### src/rtl/mem_arbiter_if.sv
// Bus bundle between the arbiter, its two requesters and the data memory.
interface mem_arbiter_if;
    logic        ifReq;
    logic [31:0] ifAddr;
    logic        ifAck;
    logic [31:0] ifData;
    logic        dReq;
    logic        dWe;
    logic [31:0] dAddr;
    logic [31:0] dWData;
    logic        dAck;
    logic [31:0] dRData;
    logic        dErr;
    logic        memRead;
    logic        memWrite;
    logic [31:0] memAddress;
    logic [31:0] memWriteData;
    logic [31:0] memReadData;

    modport slave (
        input  ifReq, ifAddr, dReq, dWe, dAddr, dWData, memReadData,
        output ifAck, ifData, dAck, dRData, dErr,
        output memRead, memWrite, memAddress, memWriteData
    );

    modport master (
        output ifReq, ifAddr, dReq, dWe, dAddr, dWData, memReadData,
        input  ifAck, ifData, dAck, dRData, dErr,
        input  memRead, memWrite, memAddress, memWriteData
    );
endinterface

### src/rtl/mem_arbiter.sv
// Fetch / load-store arbiter in front of a single big-endian data memory.
module mem_arbiter #(
    parameter int unsigned ACCESS_CYCLES = 2,
    parameter int unsigned STARVE_LIMIT  = 4
) (
    input logic           clk,
    input logic           resetN,
    mem_arbiter_if.slave  bus
);
    localparam int CW = (ACCESS_CYCLES > 1) ? $clog2(ACCESS_CYCLES) : 1;
    localparam int SW = $clog2(STARVE_LIMIT + 1);
    localparam logic [CW-1:0] WAIT_LAST  = CW'(ACCESS_CYCLES - 1);
    localparam logic [SW-1:0] STARVE_MAX = SW'(STARVE_LIMIT);

    typedef enum logic [1:0] {IDLE, ACCESS, DONE} state_e;

    state_e        state_q;
    logic [CW-1:0] wait_q;
    logic [SW-1:0] starve_q;
    logic [SW-1:0] starve_d;
    logic          gnt_data_q;
    logic          we_q;
    logic          if_ack_q;
    logic [31:0]   if_data_q;
    logic          d_ack_q;
    logic [31:0]   d_rdata_q;
    logic          d_err_q;
    logic          rd_q;
    logic          wr_q;
    logic [31:0]   addr_q;
    logic [31:0]   wdata_q;
    logic          pick_data_d;
    logic          any_req_d;
    logic          misalign_d;

    always_comb begin
        any_req_d   = bus.dReq | bus.ifReq;
        misalign_d  = bus.dAddr[1:0] != 2'b00;
        pick_data_d = bus.dReq & ~(bus.ifReq & (starve_q == STARVE_MAX));
        starve_d    = starve_q;
        // fetch grants clear the count; data grants over a waiting fetch bump it
        if (any_req_d) begin
            if (!pick_data_d)
                starve_d = '0;
            else if (bus.ifReq && starve_q != STARVE_MAX)
                starve_d = starve_q + SW'(1);
        end
    end

    always_ff @(posedge clk) begin
        if (!resetN) begin
            state_q    <= IDLE;
            wait_q     <= '0;
            starve_q   <= '0;
            gnt_data_q <= 1'b0;
            we_q       <= 1'b0;
            if_ack_q   <= 1'b0;
            if_data_q  <= '0;
            d_ack_q    <= 1'b0;
            d_rdata_q  <= '0;
            d_err_q    <= 1'b0;
            rd_q       <= 1'b0;
            wr_q       <= 1'b0;
            addr_q     <= '0;
            wdata_q    <= '0;
        end else begin
            unique case (state_q)
                IDLE: begin
                    if (any_req_d) begin
                        starve_q   <= starve_d;
                        gnt_data_q <= pick_data_d;
                        if (pick_data_d && misalign_d) begin
                            d_ack_q <= 1'b1;
                            d_err_q <= 1'b1;
                            state_q <= DONE;
                        end else begin
                            we_q    <= pick_data_d & bus.dWe;
                            addr_q  <= pick_data_d ? bus.dAddr
                                                   : (bus.ifAddr & 32'hFFFF_FFFC);
                            wdata_q <= bus.dWData;
                            rd_q    <= ~(pick_data_d & bus.dWe);
                            wr_q    <= pick_data_d & bus.dWe;
                            wait_q  <= '0;
                            state_q <= ACCESS;
                        end
                    end
                end
                ACCESS: begin
                    if (wait_q == WAIT_LAST) begin
                        rd_q <= 1'b0;
                        wr_q <= 1'b0;
                        if (!we_q) begin
                            if (gnt_data_q)
                                d_rdata_q <= bus.memReadData;
                            else
                                if_data_q <= bus.memReadData;
                        end
                        if (gnt_data_q)
                            d_ack_q <= 1'b1;
                        else
                            if_ack_q <= 1'b1;
                        state_q <= DONE;
                    end else begin
                        wait_q <= wait_q + CW'(1);
                    end
                end
                DONE: begin
                    if_ack_q <= 1'b0;
                    d_ack_q  <= 1'b0;
                    d_err_q  <= 1'b0;
                    state_q  <= IDLE;
                end
                default: state_q <= IDLE;
            endcase
        end
    end

    assign bus.ifAck        = if_ack_q;
    assign bus.ifData       = if_data_q;
    assign bus.dAck         = d_ack_q;
    assign bus.dRData       = d_rdata_q;
    assign bus.dErr         = d_err_q;
    assign bus.memRead      = rd_q;
    assign bus.memWrite     = wr_q;
    assign bus.memAddress   = addr_q;
    assign bus.memWriteData = wdata_q;
endmodule
### src/flat_wrapper.sv
// flat-port wrapper written by rule: the top's interface ports become plain ports
module mem_arbiter_flat 
#(
    parameter int unsigned ACCESS_CYCLES = 2,
    parameter int unsigned STARVE_LIMIT  = 4
)
  (clk, resetN, bus_ifReq, bus_ifAddr, bus_dReq, bus_dWe, bus_dAddr, bus_dWData, bus_memReadData, bus_ifAck, bus_ifData, bus_dAck, bus_dRData, bus_dErr, bus_memRead, bus_memWrite, bus_memAddress, bus_memWriteData);
  mem_arbiter_if bus_i ();
  input logic clk;
  input logic resetN;
  input wire logic [$bits(bus_i.ifReq)-1:0] bus_ifReq;
  input wire logic [$bits(bus_i.ifAddr)-1:0] bus_ifAddr;
  input wire logic [$bits(bus_i.dReq)-1:0] bus_dReq;
  input wire logic [$bits(bus_i.dWe)-1:0] bus_dWe;
  input wire logic [$bits(bus_i.dAddr)-1:0] bus_dAddr;
  input wire logic [$bits(bus_i.dWData)-1:0] bus_dWData;
  input wire logic [$bits(bus_i.memReadData)-1:0] bus_memReadData;
  output wire logic [$bits(bus_i.ifAck)-1:0] bus_ifAck;
  output wire logic [$bits(bus_i.ifData)-1:0] bus_ifData;
  output wire logic [$bits(bus_i.dAck)-1:0] bus_dAck;
  output wire logic [$bits(bus_i.dRData)-1:0] bus_dRData;
  output wire logic [$bits(bus_i.dErr)-1:0] bus_dErr;
  output wire logic [$bits(bus_i.memRead)-1:0] bus_memRead;
  output wire logic [$bits(bus_i.memWrite)-1:0] bus_memWrite;
  output wire logic [$bits(bus_i.memAddress)-1:0] bus_memAddress;
  output wire logic [$bits(bus_i.memWriteData)-1:0] bus_memWriteData;
  assign bus_i.ifReq = bus_ifReq;
  assign bus_i.ifAddr = bus_ifAddr;
  assign bus_i.dReq = bus_dReq;
  assign bus_i.dWe = bus_dWe;
  assign bus_i.dAddr = bus_dAddr;
  assign bus_i.dWData = bus_dWData;
  assign bus_i.memReadData = bus_memReadData;
  assign bus_ifAck = bus_i.ifAck;
  assign bus_ifData = bus_i.ifData;
  assign bus_dAck = bus_i.dAck;
  assign bus_dRData = bus_i.dRData;
  assign bus_dErr = bus_i.dErr;
  assign bus_memRead = bus_i.memRead;
  assign bus_memWrite = bus_i.memWrite;
  assign bus_memAddress = bus_i.memAddress;
  assign bus_memWriteData = bus_i.memWriteData;
  mem_arbiter #(.ACCESS_CYCLES(ACCESS_CYCLES), .STARVE_LIMIT(STARVE_LIMIT)) u_core (.clk(clk), .resetN(resetN), .bus(bus_i));
endmodule
### config.mk
export PLATFORM = sky130hd
export DESIGN_NAME = mem_arbiter_flat
export DESIGN_NICKNAME = d
export VERILOG_FILES = /design/src/rtl/mem_arbiter_if.sv /design/src/rtl/mem_arbiter.sv /design/src/flat_wrapper.sv
export SDC_FILE = /design/constraint.sdc
export NUM_CORES = 1
export LEC_CHECK = 0
export CAP_MARGIN = 30
export CORE_ASPECT_RATIO = 0.7
export CORE_MARGIN = 2
export CORE_UTILIZATION = 55
export CTS_BUF_LIST = sky130_fd_sc_hd__clkbuf_2
export DETAILED_ROUTE_END_ITERATION = 12
export DONT_BUFFER_PORTS = 1
export HOLD_SLACK_MARGIN = 0.1
export PLACE_DENSITY_LB_ADDON = 0.3
export REMOVE_ABC_BUFFERS = 1
export SYNTH_ARGS = -nofsm -noshare
export SYNTH_HDL_FRONTEND = slang
export SYNTH_SLANG_ARGS = --single-unit
### constraint.sdc
create_clock -name clk -period 2.15 [get_ports clk]
set_input_delay 0.3225 -clock clk [delete_from_list [all_inputs] [get_ports clk]]
set_output_delay 0.3225 -clock clk [all_outputs]
set_load 0.05 [all_outputs]
* Word level (Yosys, flattened, before mapping)
Index checks and enable logic that the tools add are counted.
** Cells by class
- Add/sub/neg operators :: 2
- Equal/unequal tests :: 11
- Mux-type cells :: 27
- Bitwise operators :: 9
- Reduce and logical (&&, ||, !) cells :: 19
** Operator list (count)
- two-way mux 32 bit :: 1
- AND reduction 3 bit :: 5
- two-way mux 1 bit :: 14
- AND reduction 4 bit :: 3
- one-hot mux 1 bit (2 select lines) :: 5
- != test 2 x 1 -> 1 bit (second input constant) :: 4
- nonzero test 2 bit :: 4
- two-way mux 2 bit :: 3
- two-way mux 3 bit :: 2
- != test 2 bit (second input constant) :: 3
- inverter 1 bit :: 5
- AND reduction 5 bit :: 1
- one-hot mux 2 bit (2 select lines) :: 1
- AND reduction 2 bit :: 2
- adder 3 x 1 -> 3 bit (second input constant) :: 1
- bitwise AND 1 bit :: 3
- == test 3 bit (second input constant) :: 1
- != test 3 bit (second input constant) :: 1
- one-hot mux 1 bit (3 select lines) :: 1
- nonzero test 3 bit :: 1
- == test 2 x 1 -> 1 bit (second input constant) :: 1
- == test 2 bit (second input constant) :: 1
- logical AND 1 bit :: 2
- logical NOT 2 bit :: 1
- other kinds (2) :: 2
** Storage, ports and cells
- Register bits after elaboration :: 141
- Output and inout bits :: 133
- Logic and storage cells :: 82

* Logic depth before layout (Yosys ltp)
- Depth after elaboration :: 9
- Mapped depth :: 9
- Depth with buffers taken out :: 6

* Worst setup path after synthesis
OpenSTA, ideal clock, no wires.
- Path type :: reg2reg
- Start :: reg u_core.state_q[1]
- End :: reg u_core.if_data_q[17], in the netlist u_core.bus.ifData[17]
- Library setup time :: 0.132 ns
- Data arrival time :: 1.416 ns
- Setup slack :: 0.601 ns
- Cell stages (with the launch flop) :: 10
- Clock period less this slack :: 1.549 ns
- Cell sequence :: dfxtp_1 inv_1 ha_1 buf_4 nand2_1 or3_1 clkbuf_1 buf_2 nand2_1 a21oi_1
** Between the ends
- Longest elaborated chain between the ends :: 2
** RTL lines
- from (decl) :: line mem_arbiter.sv:17 : state_e state_q;
- from (signal assigned) :: line mem_arbiter.sv:52 : state_q <= IDLE;
- from (signal assigned) :: line mem_arbiter.sv:75 : state_q <= DONE;
- from (signal assigned) :: line mem_arbiter.sv:84 : state_q <= ACCESS;
- == test 2 x 1 -> 1 bit :: line mem_arbiter.sv:67 : unique case (state_q)
- AND reduction 4 bit (no line)
- to (signal assigned) :: line mem_arbiter.sv:96 : if_data_q <= bus.memReadData;
- to (decl) :: line mem_arbiter.sv:24 : logic [31:0] if_data_q;
No other way between the ends.
A chain may end at the register's enable or synchronous reset.

* Final worst setup path
- Start :: reg u_core.state_q[1]
- End :: reg u_core.if_data_q[14], in the netlist u_core.bus.ifData[14]
The elaborated chain is that of the path after synthesis.

==> implementation parameters <==
Parameter                              Value

Global routing
  Antenna violations before repair ... 3
  Global-route wire length before repair ... 26600 um
  Global-route congestion overflow total ... 0
  Largest net degree at the start of global routing ... 93
  Via count of the first global-routing pass ... 5323
  GRT Overall Usage ... 0.325

Min path
  Hold Path Depth ... 4
  Startpoint of the lowest-slack hold path ... bus_dAddr[1]
  Worst min-delay path category ... input pin to flop

Floorplan
  Area of the die ... 10500 um^2
  Die width ... 121 um
  Core Footprint ... 9220 um^2
  Vert. Die Dim ... 86.1 um
  Initial standard-cell utilization of the core ... 0.575
  Floorplan row count ... 29
  Top-level I/O count ... 266

STA
  Unrepaired setup endpoints after global routing ... false
  Final setup vio count ... 0
  Setup tns final ... 0 ps
  Max-slew headroom at the worst pin ... 0.601
  Post-layout minimum cycle time ... 1900 ps
  Period utilisation layout ... 0.882
  Number of pins exceeding their max-slew limit in the final report ... 0
  Number of hold violations in the final report ... 0
  Max Clock Freq ... 527 MHz
  Post-layout worst setup margin ... 254 ps
  Worst slew pin tran ... 598 ps
  Fin Clk Skew ... 34.5 ps

Routing
  Routed Wire Length ... 17300 um
  Met2 Routed Length ... 8690 um
  Vias after detailed routing ... 5364
  1st-pass router iterations ... 5
  Met1 layer wirelength in the final routing ... 6310 um
  Top routing layer in use ... met4
  Vias per Instance ... 5.83
  Met3 layer wire length in the routed design ... 1490 um
  Post-DRT Antenna Nets ... 0
  Post-detailed-route DRC marker count ... 0
  DR WL/cell ... 18.8 um
  Initial DRC Count ... 531

Clocking
  Number of buffers inserted by post-CTS setup repair ... 0
  Number of H-tree levels ... 4
  Clock transition at the registers of the reported paths ... 210 ps
  Clock Sink Count ... 141
  Clock buffer count from CTS ... 17
  Clock tree buffer depth ... 2
  Number of hold buffers added after cts ... 129
  Buffer cell driving the clock tree root ... sky130_fd_sc_hd__clkbuf_2
  Clock latency at the later pin of the worst-skew pair ... 690 ps
  Resize count post-CTS ... 0
  Clock tree from TritonCTS ... built

Placed design
  Port buffer count ... 0
  DP HPWL ... 9960 um
  Worst setup timing slack at the placement stage ... 346 ps
  Weighted congestion reported at the end of routability-driven placement ... 0.824

Logic synthesis
  Warnings from Yosys ... 0
  Share of the synthesized area in the top cell type ... 0.533
  Post-synth design cell area ... 5300 um^2
  Number of flops mapped to enable cells by yosys ... 0
  Commonest register cell after synthesis ... sky130_fd_sc_hd__dfxtp_1
  Part of the Yosys area used for sequential elements ... 0.533
  Dominant cell type by area after synthesis ... sky130_fd_sc_hd__dfxtp_1
  #FFs+latches synth ... 141
  Average footprint of a synthesized cell ... 7.89 um^2
  Share of flip-flops with an asynchronous set or reset ... 0
  Unique cell type count in the Yosys netlist ... 41
  Top post-synthesis cells by area ... sky130_fd_sc_hd__dfxtp_1 (53%), sky130_fd_sc_hd__nand2_1 (18%), sky130_fd_sc_hd__a21oi_1 (9.8%)
  Post-synthesis instance total ... 672

Setup path
  Logic depth of the worst register-to-register path ... 7
  Setup CP Type ... flop to flop
  Worst path cell trace ... inv_1, ha_1, nand2_1, or3_1, buf_4, nand2_1, a21oi_1
  Critical path data required time ... 2730 ps
  Critical path arrival ... 2480 ps
  Critical path capture point type ... flop
  Critical Path Start ... u_core.state_q[1]
  Top fanout value on the critical path ... 32
  Cell with the biggest individual delay on the critical path ... sky130_fd_sc_hd__dfxtp_1
  RR Startpoint ... u_core.state_q[1]
  Longest individual stage delay on the worst path ... 380 ps
  Most frequent cell on the critical path ... sky130_fd_sc_hd__nand2_1
  Type of origin of the critical path ... flop

Final layout
  Synthesis-to-layout area growth ... 30.2%
  Net count, final ... 918
  Fraction of final layout cells with drive strength greater than 1 ... 0.0567

Status
  Result of the run ... completed

Pwr
  VDD IR max ... 0.753 mV
  Leakage power figure ... 0.00252 uW
  Power per cell area ... 893 nW/um^2

Run
  Maximum Capacitance Violations ... 0
-- cell families (layout without fill, tap and decap cells) --
family          after synthesis  after routing  synth area share
buf+inv                      58            179            0.0531
flops                       141            141             0.533
compound gates              183            183             0.190
other cells                   0              3                 0
simple gates                285            285             0.213
fa+ha+maj                     5              5            0.0118
-- layout make-up --
cell class                 instances  area (um^2)
sequential                       141         2820
fill                             657         2310
multi-input combinational        473         2220
timing repair buffer             140         1440
tap                              124          155
clock inverter                    15          146
clock buffer                      17         85.1
inverter                           7         26.3
antenna                            3         7.51
-- placed cells by master (no fill, tap or decap), types with 2 or more instances in the layout --
cell type,instances
sky130_fd_sc_hd__nand2_1,260
sky130_fd_sc_hd__dfxtp_1,141
sky130_fd_sc_hd__dlygate4sd3_1,129
sky130_fd_sc_hd__a21oi_1,104
sky130_fd_sc_hd__a31oi_1,30
sky130_fd_sc_hd__o21ai_0,29
sky130_fd_sc_hd__clkbuf_2,17
sky130_fd_sc_hd__inv_1,6
sky130_fd_sc_hd__nor2_1,6
sky130_fd_sc_hd__buf_4,6
sky130_fd_sc_hd__ha_1,5
sky130_fd_sc_hd__o21ai_1,4
sky130_fd_sc_hd__clkinv_1,4
sky130_fd_sc_hd__buf_12,4
sky130_fd_sc_hd__diode_2,3
sky130_fd_sc_hd__nor3_1,3
sky130_fd_sc_hd__clkinv_4,3
sky130_fd_sc_hd__clkinvlp_4,3
sky130_fd_sc_hd__a21o_1,2
sky130_fd_sc_hd__and3_1,2
sky130_fd_sc_hd__or3_1,2
sky130_fd_sc_hd__o22a_1,2
sky130_fd_sc_hd__nand2b_1,2
sky130_fd_sc_hd__a211oi_1,2
sky130_fd_sc_hd__nand3_1,2
sky130_fd_sc_hd__inv_6,2
sky130_fd_sc_hd__bufinv_16,2
-- sequential cells by signal, indices dropped and copies added, names as in the netlist --
name and flops:
u_core.bus.memRead 1, u_core.state_q 2, u_core.bus.memWriteData 32, u_core.bus.ifAck 1
u_core.wait_q 1, u_core.we_q 1, u_core.gnt_data_q 1, u_core.bus.dAck 1
u_core.bus.ifData 32, u_core.bus.dErr 1, u_core.starve_q 3, u_core.bus.dRData 32
u_core.bus.memWrite 1, u_core.bus.memAddress 32
-- path summary, 6_finish.rpt --
kind                                              end  slack, ps
worst max-delay path            u_core.bus.ifData[14]        250
worst min-delay path                      u_core.we_q        170
worst max register to register  u_core.bus.ifData[14]        250
worst min register to register     u_core.starve_q[0]        530
-- where the power goes --
part | internal, uW | total, uW | switching, uW
Clock | 525 | 1510 | 986
Sequential | 2830 | 3680 | 856
Combinational | 416 | 967 | 551
-- cells in the mapped netlist, drive strengths merged, types with 3 or more instances --
| library cell | n |
|---|---|
| dfxtp | 141 |
| clkbuf | 18 |
| buf | 33 |
| nor3 | 4 |
| nand3 | 3 |
| a21oi | 105 |
| o21ai | 33 |
| nor2 | 6 |
| a31oi | 30 |
| ha | 5 |
| inv | 6 |
| nand2 | 260 |
-- critical path, delay by kind of cell, from the launching register on --
family	cells	cell delay, ps
simple gates	3	620
buf+inv	2	340
fa+ha+maj	1	350
flops	1	380
compound gates	1	80
-- stage by stage --
step                hold WS (ps)  area, um^2  instances  total power (uW)   util
floorplan                    449        5040        621              4160      -
global placement             460        5350        755              4370  0.580
detailed placement           465        5350        755              4420  0.580
CTS                          100        6870        916              6090  0.745
global route                 116        6900        920              6410  0.749
finish                       166        6900        920              6160  0.749
-- routing by layer --
layer / GRT usage / vias to the layer above
met1: 0.363 / 2527
met4: 0.195 / 0
met3: 0.104 / 76
met5: 0 / -
li1: - / 2451
met2: 0.547 / 310
No activity file was read; power rests on OpenSTA's default activity.
